### config.mk
export PLATFORM = sky130hd
export DESIGN_NAME = cache_arbiter
export DESIGN_NICKNAME = d
export VERILOG_FILES = /design/src/rtl/cache_arbiter_pkg.sv /design/src/rtl/cache_arbiter_grant.sv /design/src/rtl/cache_arbiter.sv
export SDC_FILE = /design/constraint.sdc
export NUM_CORES = 1
export LEC_CHECK = 0
export ABC_CLOCK_PERIOD_IN_PS = 2460
export CAP_MARGIN = 20
export CORE_ASPECT_RATIO = 0.6
export CORE_MARGIN = 2
export CORE_UTILIZATION = 42
export CTS_BUF_LIST = sky130_fd_sc_hd__clkbuf_8 sky130_fd_sc_hd__clkbuf_16
export DETAILED_ROUTE_END_ITERATION = 8
export PLACE_DENSITY = 0.88
export SETUP_SLACK_MARGIN = 0.4
export SYNTH_ARGS = -nofsm -noshare
export SYNTH_HDL_FRONTEND = slang
export SYNTH_SLANG_ARGS = --single-unit
### constraint.sdc
create_clock -name clk -period 2.46 [get_ports clk]
set_input_delay 0.492 -clock clk [delete_from_list [all_inputs] [get_ports clk]]
set_output_delay 0.492 -clock clk [all_outputs]
set_load 0.1 [all_outputs]
### src/rtl/cache_arbiter_pkg.sv
// Shared types and widths for the unified-cache arbiter.
package cache_arbiter_pkg;

    localparam int WORD_BITWIDTH = 32;
    localparam int STRB_BITWIDTH = 4;

    typedef enum logic [1:0] {
        Idle,
        Lookup,
        Access
    } state_e;

    typedef enum logic {
        PortInstr,
        PortData
    } port_e;

endpackage

### src/rtl/cache_arbiter_grant.sv
// Winner selection between instruction and data ports; purely combinational.
// Latency: none. Ports masked by their eligibility bit are never granted.
// CACHE_ARBITER_ROUND_ROBIN_EN: alternate on collisions, else data port wins.
module cache_arbiter_grant
    import cache_arbiter_pkg::*;
(
    input  logic  i_req,
    input  logic  d_req,
    input  logic  i_elig,
    input  logic  d_elig,
    input  port_e last_grant,
    output logic  gnt_vld,
    output port_e gnt_port
);

    logic i_cand;
    logic d_cand;

    assign i_cand  = i_req & i_elig;
    assign d_cand  = d_req & d_elig;
    assign gnt_vld = i_cand | d_cand;

    always_comb begin
        gnt_port = PortData;
        if (i_cand && d_cand) begin
`ifdef CACHE_ARBITER_ROUND_ROBIN_EN
            gnt_port = (last_grant == PortData) ? PortInstr : PortData;
`else
            gnt_port = PortData;
`endif
        end else if (i_cand) begin
            gnt_port = PortInstr;
        end
    end

`ifndef CACHE_ARBITER_ROUND_ROBIN_EN
    // Fixed priority has no use for history; keep the port for a uniform interface.
    logic unused_last_grant;
    assign unused_last_grant = (last_grant == PortData);
`endif

endmodule

### src/rtl/cache_arbiter.sv
// Shares the single-port cache between instruction fetch and data load/store.
// Latency: req -> done is LookupCycles + 2 edges on a hit; one access in flight.
// Backpressure: requests are held by the core; cache_busy stalls with outputs frozen.
// Build option CACHE_ARBITER_ROUND_ROBIN_EN selects round-robin collision handling.
module cache_arbiter
    import cache_arbiter_pkg::*;
#(
    parameter int LookupCycles   = 1,
    parameter int WatchdogCycles = 4096
) (
    input  logic                     clk,
    input  logic                     rst_n,
    input  logic                     i_req,
    input  logic [WORD_BITWIDTH-1:0] i_addr,
    output logic                     i_done,
    output logic [WORD_BITWIDTH-1:0] i_rdata,
    input  logic                     d_req,
    input  logic [WORD_BITWIDTH-1:0] d_addr,
    input  logic [WORD_BITWIDTH-1:0] d_wdata,
    input  logic [STRB_BITWIDTH-1:0] d_wstrb,
    output logic                     d_done,
    output logic [WORD_BITWIDTH-1:0] d_rdata,
    output logic                     cache_enable,
    output logic [WORD_BITWIDTH-1:0] cache_address,
    output logic [WORD_BITWIDTH-1:0] cache_data_in,
    output logic [STRB_BITWIDTH-1:0] cache_write_enable,
    input  logic [WORD_BITWIDTH-1:0] cache_data_out,
    input  logic                     cache_data_out_ready,
    input  logic                     cache_busy,
    output logic                     err
);

    localparam logic [15:0] LOOKUP_LOAD = 16'(LookupCycles);
    localparam logic [31:0] WD_LIMIT    = 32'(WatchdogCycles);

    state_e state_q, state_d;
    port_e  owner_q, owner_d;
    port_e  last_grant_q, last_grant_d;
    port_e  gnt_port;
    logic   gnt_vld;

    logic [15:0] lookup_q, lookup_d;
    logic [31:0] wd_q, wd_d;

    logic                     i_done_d, d_done_d, enable_d, err_d;
    logic [WORD_BITWIDTH-1:0] i_rdata_d, d_rdata_d, address_d, data_in_d;
    logic [STRB_BITWIDTH-1:0] write_enable_d;

    // A port whose done is high this cycle still shows the old request; mask it.
    cache_arbiter_grant u_grant (
        .i_req      (i_req),
        .d_req      (d_req),
        .i_elig     (~i_done),
        .d_elig     (~d_done),
        .last_grant (last_grant_q),
        .gnt_vld    (gnt_vld),
        .gnt_port   (gnt_port)
    );

    always_comb begin
        state_d        = state_q;
        owner_d        = owner_q;
        last_grant_d   = last_grant_q;
        lookup_d       = lookup_q;
        wd_d           = wd_q;
        i_done_d       = 1'b0;
        d_done_d       = 1'b0;
        i_rdata_d      = i_rdata;
        d_rdata_d      = d_rdata;
        enable_d       = cache_enable;
        address_d      = cache_address;
        data_in_d      = cache_data_in;
        write_enable_d = cache_write_enable;
        err_d          = err;

        unique case (state_q)
            Idle: begin
                if (gnt_vld) begin
                    owner_d        = gnt_port;
                    last_grant_d   = gnt_port;
                    address_d      = (gnt_port == PortData) ? d_addr : i_addr;
                    data_in_d      = (gnt_port == PortData) ? d_wdata : '0;
                    write_enable_d = (gnt_port == PortData) ? d_wstrb : '0;
                    enable_d       = 1'b1;
                    lookup_d       = LOOKUP_LOAD;
                    wd_d           = '0;
                    state_d        = Lookup;
                end
            end
            Lookup: begin
                lookup_d = lookup_q - 16'd1;
                if (lookup_q <= 16'd1) begin
                    state_d = Access;
                end
            end
            Access: begin
                if (cache_busy) begin
                    if (wd_q != '1) begin
                        wd_d = wd_q + 32'd1;
                    end
                    if ((WD_LIMIT != 32'd0) && (wd_q + 32'd1 == WD_LIMIT)) begin
                        err_d = 1'b1;
                    end
                end else if (cache_write_enable != '0) begin
                    d_done_d       = 1'b1;
                    enable_d       = 1'b0;
                    write_enable_d = '0;
                    state_d        = Idle;
                end else if (cache_data_out_ready) begin
                    if (owner_q == PortData) begin
                        d_rdata_d = cache_data_out;
                        d_done_d  = 1'b1;
                    end else begin
                        i_rdata_d = cache_data_out;
                        i_done_d  = 1'b1;
                    end
                    enable_d       = 1'b0;
                    write_enable_d = '0;
                    state_d        = Idle;
                end
            end
            default: state_d = Idle;
        endcase
    end

    always_ff @(posedge clk or negedge rst_n) begin
        if (!rst_n) begin
            state_q            <= Idle;
            owner_q            <= PortInstr;
            last_grant_q       <= PortInstr;
            lookup_q           <= '0;
            wd_q               <= '0;
            i_done             <= 1'b0;
            d_done             <= 1'b0;
            i_rdata            <= '0;
            d_rdata            <= '0;
            cache_enable       <= 1'b0;
            cache_address      <= '0;
            cache_data_in      <= '0;
            cache_write_enable <= '0;
            err                <= 1'b0;
        end else begin
            state_q            <= state_d;
            owner_q            <= owner_d;
            last_grant_q       <= last_grant_d;
            lookup_q           <= lookup_d;
            wd_q               <= wd_d;
            i_done             <= i_done_d;
            d_done             <= d_done_d;
            i_rdata            <= i_rdata_d;
            d_rdata            <= d_rdata_d;
            cache_enable       <= enable_d;
            cache_address      <= address_d;
            cache_data_in      <= data_in_d;
            cache_write_enable <= write_enable_d;
            err                <= err_d;
        end
    end

endmodule

==> qor.yml <==
power:
  ir_drop_mv: 1.08
  leakage_nw: 6.36
  power.total_w: 0.0156
  power_density_nw_per_um2: 1170
synth:
  synth_ff_type: "dfrtp_1"
  synth_edf_count: 0
  syn_inst: 919
  ys_seq_elements: 187
  yosysSeqAreaShare_pct: 54.3
  syn-num-nets: 1060
  syn_area_per_cell_um2: 9.38
  netlist_area_um2: 8620
  ys_types: 57
  async_flop_share_pct: 100
  yosysWarnings: 0
placed_design:
  placed_area_um2: 11700
  port_buffers: 273
  post-place-ws_ns: 0.0212
  dp.cells: 1455
  place_congestion: 0.953
  post-dp-hpwl_mm: 17.7
worst_setup_path:
  worstPathRequired_ns: 2.79
  critPathMaxStageDelay_ns: 0.45
  timing.rr.start: "wd_q[7]"
  end_kind: "flip-flop"
  crit_chain: "buf_4 -> and3_1 -> nand3_1 -> or3_1 -> o21ai_1 -> nand4b_1 -> or3_4 -> o41ai_2"
  critical_path.slowest_cell: "dfrtp_2"
  r2r_cells: 8
  ff2ff_setup_slack_ns: -0.01
  r2r-end: "err"
  cp.arrival_ns: 2.80
  cp_max_fo: 8
  worstSetupPathType: "flip-flop to flip-flop"
  cp-start-kind: "flip-flop"
clock_network:
  tritoncts: "built"
  clkSinkCount: 187
  numCtsBuffers: 17
  root_buffer: "clkbuf_16"
  cts_max_level: 4
  clk_latency_ns: 0.44
  cts_max_path_buffers: 2
  clk_pin_slew_ns: 0.08
timing:
  tightest_slew_ns: 0.605
  finalCritPeriodShare_pct: 100
  max_slew_margin_pct: 59.7
  setup_slack_ns: -0.00979
  finalSetupTns_ns: -0.00979
  finalClockSkew_ns: 0.0114
  fmax_ghz: 0.405
  rsz0062_at_grt: "true"
  fin_crit_ns: 2.47
  drv_slew: 0
  setup_viol: 1
  final-hold-violation-count: 0
floorplanning:
  die_y_um: 115
  num_rows: 40
  core-area_um2: 20100
  die_x_um: 189
  die_area_um2: 21700
  start_util_pct: 42.9
  io_pins: 274
detailed_routing:
  drtIter0Drc: 635
  drc: 0
  wirelength_mm: 28.9
  vias_per_cell: 5.42
  vias: 8351
  ant_nets: 0
  wl_per_cell_um: 18.7
  dr.pass1.iters: 6
global_route:
  grt_use_met3_pct: 8.94
  grt_use_met2_pct: 40.4
  grt_pass1_wl_mm: 43.7
  antenna_found_initial: 0
  gr-total-overflow: 0
  grt-busiest-layer: "met2"
  grt_pass1_vias: 8186
  grt_max_degree: 98
  grt.total_usage_pct: 25.7
  use_met1_pct: 34.2
status:
  violations: "negative setup slack"
  outcome: "finished, violations left"
final_layout:
  finish.instance_area_um2: 13300
  fillCellCount: 1511
  syn2layout_area_growth_pct: 54.8
  fin_cells: 1540
  n_antenna_cell: 0
  drive_gt1_share_pct: 32.2
  final_nets: 1395
  final_common_cell: "nand2_1"
  layout_common_cells: "nand2_1, buf_4, dfrtp_1"
worst_hold_path:
  hold_class: "input pin to asynchronous set/reset pin"
job:
  drv_cap: 0
==> worst max path at each step <==
stage,start,to,cells past startpoint
after floorplan,wd_q[1],err,8
after global placement,cache_busy,err,6
after detailed placement,wd_q[1],wd_q[6],9
after CTS,wd_q[0],err,8
after global routing,wd_q[7],err,8
final,wd_q[7],err,8
==> area by class of cell <==
| cell class | instances | area, um2 | area share, % |
|---|---|---|---|
| inverter | 12 | 45.0 | 0.338 |
| sequential | 187 | 4710 | 35.3 |
| timing repair buffer | 378 | 3600 | 27.0 |
| tap | 273 | 342 | 2.56 |
| multi-input combinational | 658 | 4030 | 30.2 |
| clock buffer | 18 | 439 | 3.29 |
| clock inverter | 14 | 179 | 1.34 |
==> synth_stat cells, types with 3 or more instances <==
library cell	number	area, um2
nor2b_1	8	50.1
o21ai_1	5	25.0
buf_4	3	22.5
nor4_1	10	62.6
inv_1	12	45.0
a22o_1	5	43.8
buf_6	4	45.0
nor3_1	11	55.1
and4_1	4	35.0
and3_1	4	25.0
o2111ai_1	3	26.3
or3_1	13	81.3
or4_1	4	30.0
dfrtp_1	187	4680
o211ai_1	4	30.0
buf_1	3	11.3
mux2_2	33	372
nand3_1	50	250
xor2_1	3	26.3
clkbuf_1	37	139
nand4_2	3	37.5
nand2_1	266	998
nand4_1	9	56.3
a31oi_1	38	238
nand2b_1	9	56.3
nor2_1	56	210
o21ai_2	9	78.8
a211oi_1	3	22.5
xnor2_1	8	70.1
o21ai_0	30	150
ha_1	3	37.5
o41ai_1	7	61.3
o31ai_1	19	143
buf_2	14	70.1
a21oi_1	14	70.1
==> power breakdown <==
part           internal, W  total [W]  switching (W)
logic              0.00196    0.00832        0.00636
clock network      0.00149    0.00286        0.00137
registers          0.00385    0.00439       0.000538
==> per-layer routing <==
metal / up-vias / share of wire (%)
met5: - / 0
met4: 0 / 2.2
met3: 67 / 9.8
met2: 393 / 47
met1: 4032 / 41
li1: 3859 / -
==> metrics by stage <==
stage                     hold WS [ns]  util [%]
final                           0.0644      66.5
after global routing            0.0897      66.5
after CTS                       0.0663      64.5
after detailed placement         0.458      58.1
after global placement           0.452      58.1
after floorplan                  0.196         -
==> flip-flops by register name (all words and copies together), names as in the netlist, 2 cells and up <==
register and cells:
lookup_q 16, cache_address 32, cache_write_enable 4, i_rdata 32, d_rdata 32, wd_q 32
cache_data_in 32, state_q 2
==> repair_timing <==
| item | 4_1_cts | 5_1_grt |
|---|---|---|
| setup buffers | 26 | 15 |
| setup endpoints to repair | 33 | 71 |
| hold buffers | 0 | 0 |
| hold endpoints to repair | 0 | 0 |
| cloned | 11 | 1 |
| pin swaps | 8 | 15 |
| resized for setup | 47 | 56 |
==> kinds of logic (layout without fill, tap and decap cells) <==
logic type                 after synthesis  count (layout)  synth area share (%)
adders and majority gates                3               3                 0.436
buffers and inverters                   74             422                  3.92
muxes                                   36              36                  4.67
xor gates and xnor gates                11              11                  1.12
AOI/OAI and AO/OA                      153             153                  12.3
and+or+nand+nor                        455             455                  23.3
DFF                                    187             187                  54.3
==> critical path, delay by kind of cell, from the launching register on <==
kind                   cells  cell delay, ns
buffers and inverters      1            0.14
and+or+nand+nor            5            1.30
AOI/OAI and AO/OA          2            0.47
DFF                        1            0.45
No activity file was read; power rests on OpenSTA's default activity.
